**src/rtl/thread_state_nch_pkg.sv**
```systemverilog
// Shared definitions for the md5crypt thread-state register file:
// state encodings, error bit positions and the scanner FSM type.
package thread_state_nch_pkg;

  localparam int THREAD_STATE_MSB = 2;
  localparam int THREAD_STATE_W   = THREAD_STATE_MSB + 1;

  localparam logic [THREAD_STATE_MSB:0] THREAD_STATE_NONE   = 3'd0;
  localparam logic [THREAD_STATE_MSB:0] THREAD_STATE_WR_RDY = 3'd1;
  localparam logic [THREAD_STATE_MSB:0] THREAD_STATE_RD_RDY = 3'd2;
  localparam logic [THREAD_STATE_MSB:0] THREAD_STATE_BUSY   = 3'd3;
  localparam logic [THREAD_STATE_MSB:0] THREAD_STATE_DONE   = 3'd4;

  localparam int ERR_W           = 3;
  localparam int ERR_WR_CONFLICT = 0;
  localparam int ERR_SCAN_BUSY   = 1;
  localparam int ERR_WR_RANGE    = 2;

  typedef enum logic {
    SCAN_IDLE = 1'b0,
    SCAN_RUN  = 1'b1
  } scan_fsm_e;

  // Index of the highest set bit; a value of 0 or 1 gives 0.
  function automatic int msb_of(input int value);
    int r;
    r = 0;
    for (int i = 0; i < 31; i++) begin
      if (value[i]) r = i;
    end
    return r;
  endfunction

endpackage

```
**src/rtl/thread_state_nch_scan.sv**
```systemverilog
// Round-robin scanner: examines one thread state per cycle starting at ptr
// and reports the first thread holding the captured target state.
module thread_scan
  import thread_state_nch_pkg::*;
#(
  parameter int N_THREADS = 12,
  parameter int NUM_W     = 4,
  parameter int STATE_W   = THREAD_STATE_W
) (
  input  logic               CLK,
  input  logic               RST,
  input  logic               scan_req,
  input  logic [STATE_W-1:0] scan_state,
  input  logic [STATE_W-1:0] cur_state,
  output logic [NUM_W-1:0]   ptr,
  output logic               scan_busy,
  output logic               scan_valid,
  output logic               scan_miss,
  output logic [NUM_W-1:0]   scan_num,
  output logic               req_ignored
);

  localparam logic [NUM_W-1:0] LAST_THREAD = NUM_W'(N_THREADS - 1);

  scan_fsm_e          fsm_q, fsm_d;
  logic [NUM_W-1:0]   ptr_q, ptr_d;
  logic [NUM_W-1:0]   cnt_q, cnt_d;
  logic [NUM_W-1:0]   num_q, num_d;
  logic [STATE_W-1:0] tgt_q, tgt_d;
  logic               valid_q, valid_d;
  logic               miss_q, miss_d;
  logic [NUM_W-1:0]   ptr_next;

  always_comb begin
    // NOTE: every variable gets a default before the case so no path leaves
    // one unassigned, which would otherwise infer a latch.
    fsm_d       = fsm_q;
    ptr_d       = ptr_q;
    cnt_d       = cnt_q;
    num_d       = num_q;
    tgt_d       = tgt_q;
    valid_d     = 1'b0;
    miss_d      = 1'b0;
    req_ignored = 1'b0;
    ptr_next    = (ptr_q == LAST_THREAD) ? '0 : ptr_q + NUM_W'(1);

    case (fsm_q)
      SCAN_IDLE: begin
        if (scan_req) begin
          tgt_d = scan_state;
          cnt_d = '0;
          fsm_d = SCAN_RUN;
        end
      end
      SCAN_RUN: begin
        req_ignored = scan_req;
        // After N_THREADS advances ptr is back at its request-time value,
        // so a miss needs no separate restore register.
        ptr_d = ptr_next;
        if (cur_state == tgt_q) begin
          num_d   = ptr_q;
          valid_d = 1'b1;
          fsm_d   = SCAN_IDLE;
        end else if (cnt_q == LAST_THREAD) begin
          miss_d = 1'b1;
          fsm_d  = SCAN_IDLE;
        end else begin
          cnt_d = cnt_q + NUM_W'(1);
        end
      end
      default: fsm_d = SCAN_IDLE;
    endcase
  end

  // NOTE: state registers use non-blocking assignments so every flop samples
  // the pre-edge values regardless of statement order.
  always_ff @(posedge CLK) begin
    if (RST) begin
      fsm_q   <= SCAN_IDLE;
      ptr_q   <= '0;
      cnt_q   <= '0;
      num_q   <= '0;
      tgt_q   <= '0;
      valid_q <= 1'b0;
      miss_q  <= 1'b0;
    end else begin
      fsm_q   <= fsm_d;
      ptr_q   <= ptr_d;
      cnt_q   <= cnt_d;
      num_q   <= num_d;
      tgt_q   <= tgt_d;
      valid_q <= valid_d;
      miss_q  <= miss_d;
    end
  end

  assign ptr        = ptr_q;
  assign scan_busy  = (fsm_q == SCAN_RUN);
  assign scan_valid = valid_q;
  assign scan_miss  = miss_q;
  assign scan_num   = num_q;

endmodule

```
**src/rtl/thread_state_nch.sv**
```systemverilog
// Thread-state register file with N_CH independent read/write channels,
// lowest-channel-wins write priority, sticky error flags and a scanner.
module thread_state_nch
  import thread_state_nch_pkg::*;
#(
  parameter int N_THREADS     = 12,
  parameter int N_THREADS_MSB = msb_of(N_THREADS - 1),
  parameter int N_CH          = 4,
  parameter int STATE_W       = THREAD_STATE_MSB + 1
) (
  input  logic                               CLK,
  input  logic                               RST,
  input  logic [N_CH-1:0]                    wr_en,
  input  logic [N_CH*(N_THREADS_MSB+1)-1:0]  wr_num,
  input  logic [N_CH*STATE_W-1:0]            wr_state,
  input  logic [N_CH*(N_THREADS_MSB+1)-1:0]  rd_num,
  output logic [N_CH*STATE_W-1:0]            rd_state,
  input  logic                               scan_req,
  input  logic [STATE_W-1:0]                 scan_state,
  output logic                               scan_busy,
  output logic                               scan_valid,
  output logic                               scan_miss,
  output logic [N_THREADS_MSB:0]             scan_num,
  output logic [ERR_W-1:0]                   err
);

  localparam int               NUM_W       = N_THREADS_MSB + 1;
  localparam logic [NUM_W-1:0] LAST_THREAD = NUM_W'(N_THREADS - 1);
  localparam logic [STATE_W-1:0] STATE_RST = STATE_W'(THREAD_STATE_NONE);

  logic [STATE_W-1:0] state_q [N_THREADS];
  logic [STATE_W-1:0] state_d [N_THREADS];
  logic [STATE_W-1:0] rd_q    [N_CH];
  logic [STATE_W-1:0] rd_d    [N_CH];
  logic [ERR_W-1:0]   err_q, err_d;

  logic [NUM_W-1:0]   wr_num_a   [N_CH];
  logic [STATE_W-1:0] wr_state_a [N_CH];
  logic [NUM_W-1:0]   rd_num_a   [N_CH];

  logic [N_THREADS-1:0] claimed;
  logic                 wr_conflict;
  logic                 wr_range;

  logic [NUM_W-1:0]   scan_ptr;
  logic [STATE_W-1:0] scan_cur;
  logic               req_ignored;

  always_comb begin
    for (int c = 0; c < N_CH; c++) begin
      wr_num_a[c]   = wr_num[c*NUM_W +: NUM_W];
      wr_state_a[c] = wr_state[c*STATE_W +: STATE_W];
      rd_num_a[c]   = rd_num[c*NUM_W +: NUM_W];
    end
  end

  // Channels are visited lowest first; a thread already claimed this cycle
  // rejects later writers, which gives the low channel priority.
  always_comb begin
    state_d     = state_q;
    claimed     = '0;
    wr_conflict = 1'b0;
    wr_range    = 1'b0;
    for (int c = 0; c < N_CH; c++) begin
      if (wr_en[c]) begin
        if (wr_num_a[c] > LAST_THREAD) begin
          wr_range = 1'b1;
        end else if (claimed[wr_num_a[c]]) begin
          wr_conflict = 1'b1;
        end else begin
          state_d[wr_num_a[c]] = wr_state_a[c];
          claimed[wr_num_a[c]] = 1'b1;
        end
      end
    end
  end

  // Reads come from state_q, so a same-cycle write is not yet visible.
  always_comb begin
    for (int c = 0; c < N_CH; c++) begin
      rd_d[c] = (rd_num_a[c] > LAST_THREAD) ? '0 : state_q[rd_num_a[c]];
    end
  end

  always_comb begin
    err_d = err_q;
    err_d[ERR_WR_CONFLICT] = err_q[ERR_WR_CONFLICT] | wr_conflict;
    err_d[ERR_SCAN_BUSY]   = err_q[ERR_SCAN_BUSY]   | req_ignored;
    err_d[ERR_WR_RANGE]    = err_q[ERR_WR_RANGE]    | wr_range;
  end

  always_ff @(posedge CLK) begin
    if (RST) begin
      // NOTE: the state array is genuine flip-flop storage that must come up
      // as NONE, so it is reset explicitly rather than treated as a RAM.
      for (int t = 0; t < N_THREADS; t++) state_q[t] <= STATE_RST;
      for (int c = 0; c < N_CH; c++) rd_q[c] <= '0;
      err_q <= '0;
    end else begin
      state_q <= state_d;
      rd_q    <= rd_d;
      err_q   <= err_d;
    end
  end

  always_comb begin
    rd_state = '0;
    for (int c = 0; c < N_CH; c++) begin
      rd_state[c*STATE_W +: STATE_W] = rd_q[c];
    end
  end

  assign err      = err_q;
  assign scan_cur = state_q[scan_ptr];

  thread_scan #(
    .N_THREADS (N_THREADS),
    .NUM_W     (NUM_W),
    .STATE_W   (STATE_W)
  ) u_scan (
    .CLK         (CLK),
    .RST         (RST),
    .scan_req    (scan_req),
    .scan_state  (scan_state),
    .cur_state   (scan_cur),
    .ptr         (scan_ptr),
    .scan_busy   (scan_busy),
    .scan_valid  (scan_valid),
    .scan_miss   (scan_miss),
    .scan_num    (scan_num),
    .req_ignored (req_ignored)
  );

endmodule

```
**config.mk**
```make
export PLATFORM = sky130hd
export DESIGN_NAME = thread_state_nch
export DESIGN_NICKNAME = d
export VERILOG_FILES = /design/src/rtl/thread_state_nch_pkg.sv /design/src/rtl/thread_state_nch_scan.sv /design/src/rtl/thread_state_nch.sv
export SDC_FILE = /design/constraint.sdc
export NUM_CORES = 1
export LEC_CHECK = 0
export ABC_AREA = 1
export BUFFER_PORTS_ARGS = -buffer_cell sky130_fd_sc_hd__buf_2
export CORE_MARGIN = 1
export CORE_UTILIZATION = 30
export CTS_CLUSTER_SIZE = 16
export DETAILED_ROUTE_END_ITERATION = 12
export PLACE_DENSITY = 0.55
export SLEW_MARGIN = 5
export SYNTH_ARGS = -nofsm -noshare
export SYNTH_HDL_FRONTEND = slang
export SYNTH_SLANG_ARGS = --single-unit
export TNS_END_PERCENT = 5
```
**constraint.sdc**
```tcl
create_clock -name CLK -period 2.4 [get_ports CLK]
set_input_delay 0.24 -clock CLK [delete_from_list [all_inputs] [get_ports CLK]]
set_output_delay 0.24 -clock CLK [all_outputs]
set_load 0.01 [all_outputs]
```
Word-level counts from Yosys, hierarchy flattened
Memories as Yosys holds them, arrays and structs flattened. Index checks and enable logic that the tools add are counted.

Flip-flop bits (word level): 69. ROM bits: 16. Input bits: 54. Output and inout bits: 22. Word-level logic and storage cells: 185. Memories kept: 1.

Add/sub/neg operators: 2. Magnitude comparators: 28. Eq/ne operators: 6. Multiplexer cells: 93. Bitwise logic cells: 15. Reduce and logical (&&, ||, !) cells: 16.

Memories: (name not given) (depth 16, width 1, read ports 1, clocked after Yosys merged registers in 0, wr ports 0, RTL line thread_state_nch.sv:68) `end else if (claimed[wr_num_a[c]]) begin`.

Operators by type and width (number): two-way mux 36 bit (12); bitwise mux 36 bit (4); two-way mux 12 bit (9); binary-select mux 3 bit (select 4 bit) (5); demux 3 bit (select 4 bit) (4); greater-or-equal comparator 5 bit (second input constant) (9); NOT 4 -> 5 bit (9); two-way mux 3 bit (14); two-way mux 1 bit (33); greater-than comparator 4 bit (second input constant) (8); OR 12 bit (2); < comparator 4 x 5 -> 1 bit (second input constant) (4); < comparator 5 x 1 -> 1 bit (second input constant) (4); two-way mux 4 bit (4); binary-select mux 1 bit (select 4 bit) (3); demux 1 bit (select 4 bit) (3); greater-or-equal comparator 4 x 1 -> 1 bit (second input constant) (3); OR reduction 2 bit (5); adder 4 x 1 -> 4 bit (second input constant) (2); equality test 4 bit (second input constant) (2); case mux 4 bit (2 select lines) (1); logical AND 1 bit (7); != test 2 bit (second input constant) (3); AND reduction 2 bit (2); 6 further kinds (8).

Logic depth before layout (Yosys ltp)
Depth in word-level cells: 23. Mapped depth: 17. Gate-level depth less buffers: 17.

Cells and area by module
Synthesis repeated with hierarchy kept, for this count alone.

Cell total of the unflattened synthesis: 1287. Area, all modules: 6909.1 um2.

By module, submodules not included: thread_state_nch (times used 1, cells an instance 1186, area an instance 6114.6 um2, seq. area each 1021.0 um2); thread_scan (times used 1, cells an instance 101, area an instance 794.5 um2, seq. area each 360.3 um2).

Worst setup path after synthesis
Ideal clock, no wire load.

Kind: register -> register. Start: reg u_scan.ptr_q[0], in the netlist u_scan.ptr[0]. End: reg u_scan.num_q[1], in the netlist u_scan.scan_num[1]. Library setup time: 116 ps. Arrival: 1679 ps. Data required time: 2284 ps. Setup slack: 605 ps. Stages on the path, launching flop included: 14. Buffers on the path: 2. Clock period less this slack: 1795 ps. Cells stage by stage: dfxtp_1 > buf_2 > clkbuf_1 > o21ai_0 > nand3_1 > nand3_1 > nand2_1 > nand2_1 > nand2_1 > nand3_1 > nor2_1 > inv_1 > nor2_1 > nor2_1.

Cells in the longest elaborated chain, start to end: 6.

Ends and longest elaborated chain: start, declared (RTL line thread_state_nch_scan.sv:26) `logic [NUM_W-1:0] ptr_q, ptr_d;`; start signal, assigned (RTL line thread_state_nch_scan.sv:88) `ptr_q <= ptr_d;`; NOT 4 -> 5 bit (implied by the code) (RTL line thread_state_nch.sv:114) `assign scan_cur = state_q[scan_ptr];`; binary-select mux 3 bit (select 4 bit) (RTL line thread_state_nch.sv:114); two-way mux 3 bit (implied by the code) (2 in series) (RTL line thread_state_nch.sv:114); equality test 3 bit (RTL line thread_state_nch_scan.sv:60) `if (cur_state == tgt_q) begin`; AND reduction 2 bit (no line); end signal, assigned (RTL line thread_state_nch_scan.sv:90) `num_q <= num_d;`; end, declared (RTL line thread_state_nch_scan.sv:28) `logic [NUM_W-1:0] num_q, num_d;`.

No other way between the ends. The select of a mux whose other input is x is not followed. A chain may end at the register's enable or synchronous reset.

Worst setup path in the final report
Start: reg u_scan.ptr_q[0], in the netlist u_scan.ptr[0]. End: reg u_scan.cnt_q[0].

Cells in the longest elaborated chain, start to end: 7.

Ends and longest elaborated chain: NOT 4 -> 5 bit (implied by the code) (RTL line thread_state_nch.sv:114); binary-select mux 3 bit (select 4 bit) (RTL line thread_state_nch.sv:114); two-way mux 3 bit (implied by the code) (2 in series) (RTL line thread_state_nch.sv:114); equality test 3 bit (RTL line thread_state_nch_scan.sv:60); != test 2 bit (no line); AND reduction 3 bit (no line); end signal, assigned (RTL line thread_state_nch_scan.sv:89) `cnt_q <= cnt_d;`; end, declared (RTL line thread_state_nch_scan.sv:27) `logic [NUM_W-1:0] cnt_q, cnt_d;`.

No other way between the ends. The select of a mux whose other input is x is not followed.

==> flow_metrics.tcl <==
set metrics [dict create \
    vias_per_cell 5.18 \
    slew_headroom_pct 61.3 \
    cts_resized 0 \
    cts-hold-fix-buffers 0 \
    clockPowerShare_pct 36.7 \
    mostFrequentLayoutCells "nand2_1, nor2_1, o21ai_0" \
    rsz0062_at_grt "true" \
    critPathLaunch "u_scan.ptr[0]$_SDFFE_PP0P_" \
    power.switching_mw 1.35 \
    drive_above_1_share_pct 13.8 \
    violations "DRC" \
    critPathCaptureType "flop" \
    drt_wl_total_mm 28.0 \
    p_total_mw 3.77 \
    crit_top_cell "nand2_1" \
    start_kind "flop" \
    syn_inst 1307 \
    grt_pass1_wl_mm 43.5 \
    grt_util_all_layers_pct 23.2 \
    root_buffer "clkbuf_16" \
    synth-seq-cells 69 \
    cts_tree "done" \
    r2r_slack_ns 0.35 \
    ir_drop_v 0.000411 \
    htreeDepth 3 \
    crit_fanout 34 \
    die_w_um 157 \
    final_cells 1714 \
    clock-sinks 69 \
    max_freq_ghz 0.488 \
    dr.pass1.iters 10 \
    dp.final_hpwl_mm 21.3 \
    reg2reg_to "u_scan.cnt_q[0]$_SDFFE_PP0P_" \
    grt_max_degree 50 \
    placementRows 56 \
    cp_top_family "simple AND/OR/NAND/NOR gates" \
    finalHoldViolations 0 \
    ant_nets 0 \
    synth_area_um2 7160 \
    die_h_um 157 \
    cp.arrival_ns 2.28 \
    post-cts-setup-buffer-count 0 \
    cp_slowest_cell "dfxtp_1" \
    ioPinCount 76 \
    min_period_over_period_pct 85.4 \
    hold_path_class "primary input to flop" \
    clkLatencyLatePin_ns 0.35 \
    clk_pin_slew_ns 0.06 \
    ys_seq_area_share_pct 19.3 \
    clk_path_buf_depth 2 \
    fin_worst_skew_ns 0.0107 \
    yosys_warnings 0 \
    p_int_mw 2.43 \
    crit_type "flop to flop" \
    switching_share_pct 35.7 \
    die_area_um2 24500 \
    route.detailed.drc 2 \
    powerDensity_nw_per_um2 450 \
    setup-violations-final 0 \
    status "finished, violations left" \
    endpoint "u_scan.cnt_q[0]$_SDFFE_PP0P_" \
    path_depth 14 \
    drt_first_iter_violations 691 \
    pwr-share-comb_pct 29.7 \
    whs_path_depth 3 \
    first_global_vias 8076 \
    power_leakage_nw 3.90 \
    layout_commonest_cell "nand2_1" \
    r2r_cells 14 \
    gr-total-overflow 0 \
    slowest_delay_ns 0.35 \
    drv_cap 0 \
    vias 8883 \
    gp_congestion 0.988 \
    slew_violations 0 \
    crit_chain "buf_6, o21ai_0, o21ai_0, nand2_1, nand2_1, nand2_1, nand2_1, inv_1, nand3_1, nand2_1, nand2_1, inv_1, nor2_1, nor2_1" \
    antenna_found_initial 0 \
    numCtsBuffers 9 \
    crit_buf_inv 3 \
    syn_avg_cell_area_um2 5.48 \
    port_buffers 75 \
    area_growth_pct 17.1 \
    placed_cells 1698 \
    syn-num-nets 1363 \
    diodes 0 \
    p_seq_share_pct 33.7 \
    fillers 2626 \
    wl_per_cell_um 16.3 \
    design.core.area_um2 23500 \
    critPathRequiredTime_ns 2.63 \
    ys_types 39 \
    r2r_start "u_scan.ptr[0]$_SDFFE_PP0P_" \
    finalCriticalPeriod_ns 2.05 \
    worst_pin_slew_ns 0.576 \
    start_util_pct 30.5 \
    nets 1446 \
]
worst min-delay path, stage by stage:
cell and delay [ns]:
buf_2 0.09, a21oi_1 0.06, nor2_1 0.07
power by group through the flow:
stage	Sequential [mW]	Combinational [mW]	Clock [mW]
2_1_floorplan	1.30	0.701	0
3_3_place_gp	1.29	1.10	0
6_report	1.27	1.12	1.38
3_5_place_dp	1.29	1.10	0
4_1_cts	1.27	1.11	1.42
5_1_grt	1.28	1.26	1.45
synth_stat cells, drive strengths merged:
cell type,number,share of area (%)
a211oi,1,0.10
a21boi,1,0.10
a21oi,82,5.8
a311oi,1,0.12
buf,27,2.8
clkbuf,34,2.1
clkinv,1,0.052
dfxtp,69,19
ha,2,0.35
inv,147,7.7
nand2,346,18
nand3,85,6.5
nand3b,1,0.10
nand4,68,7.7
nor2,231,13
nor3,18,1.3
nor4,2,0.17
o211ai,34,3.6
o21ai,152,11
o21bai,2,0.21
o311ai,1,0.12
xnor2,1,0.12
xor2,1,0.12
metrics by stage:
| step | hold WS (ns) | setup WS (ns) | instance area (µm²) | setup TNS [ns] | util (%) |
|---|---|---|---|---|---|
| 2_1_floorplan | 0.318 | 0.605 | 7160 | 0 | - |
| 3_3_place_gp | 0.448 | 0.0683 | 8070 | 0 | 34.4 |
| 3_5_place_dp | 0.453 | 0.0716 | 8070 | 0 | 34.4 |
| 4_1_cts | 0.136 | 0.228 | 8380 | 0 | 35.7 |
| 5_1_grt | 0.185 | -0.00503 | 8380 | -0.00503 | 35.7 |
| 6_report | 0.146 | 0.350 | 8380 | 0 | 35.7 |
layout make-up:
| class | instances | area (µm²) | area share, % |
|---|---|---|---|
| Clock inverter | 5 | 60.1 | 0.716 |
| Sequential cell | 69 | 1380 | 16.5 |
| Timing Repair Buffer | 133 | 865 | 10.3 |
| Inverter | 148 | 556 | 6.63 |
| Clock buffer | 11 | 243 | 2.90 |
| Tap cell | 319 | 399 | 4.76 |
| Multi-Input combinational cell | 1029 | 4880 | 58.2 |
cell families after synthesis:
logic type | after synthesis | share of synthesized area, %
buf+inv | 209 | 12.6
simple gates | 751 | 46.8
xor+xnor | 2 | 0.245
fa+ha+maj | 2 | 0.349
compound gates | 274 | 20.7
flops | 69 | 19.3
state kept, by name (all words and copies together), names as in the netlist:
signal / cells
u_scan.scan_num: 4
state_q: 36
rd_state: 12
u_scan.tgt_q: 3
u_scan.scan_miss: 1
err: 3
u_scan.cnt_q: 4
u_scan.scan_valid: 1
u_scan.ptr: 4
u_scan.scan_busy: 1
metal layers:
metal	vias up	GRT usage (%)	share of wire, %
met5	-	0	0
met4	0	7.98	2.9
met3	53	3.79	7.4
met2	352	40.3	47
met1	4013	28.9	43
li1	4465	-	-
worst min-delay path by stage:
stage / startpoint / to
after global placement: err[1]$_SDFF_PP0_ / err[1]$_SDFF_PP0_
after detailed placement: err[1]$_SDFF_PP0_ / err[1]$_SDFF_PP0_
after CTS: scan_req / err[1]$_SDFF_PP0_
after global routing: scan_req / err[1]$_SDFF_PP0_
after floorplan: RST / u_scan.ptr[0]$_SDFFE_PP0P_
final: scan_req / err[1]$_SDFF_PP0_
No activity file was read; power rests on OpenSTA's default activity.
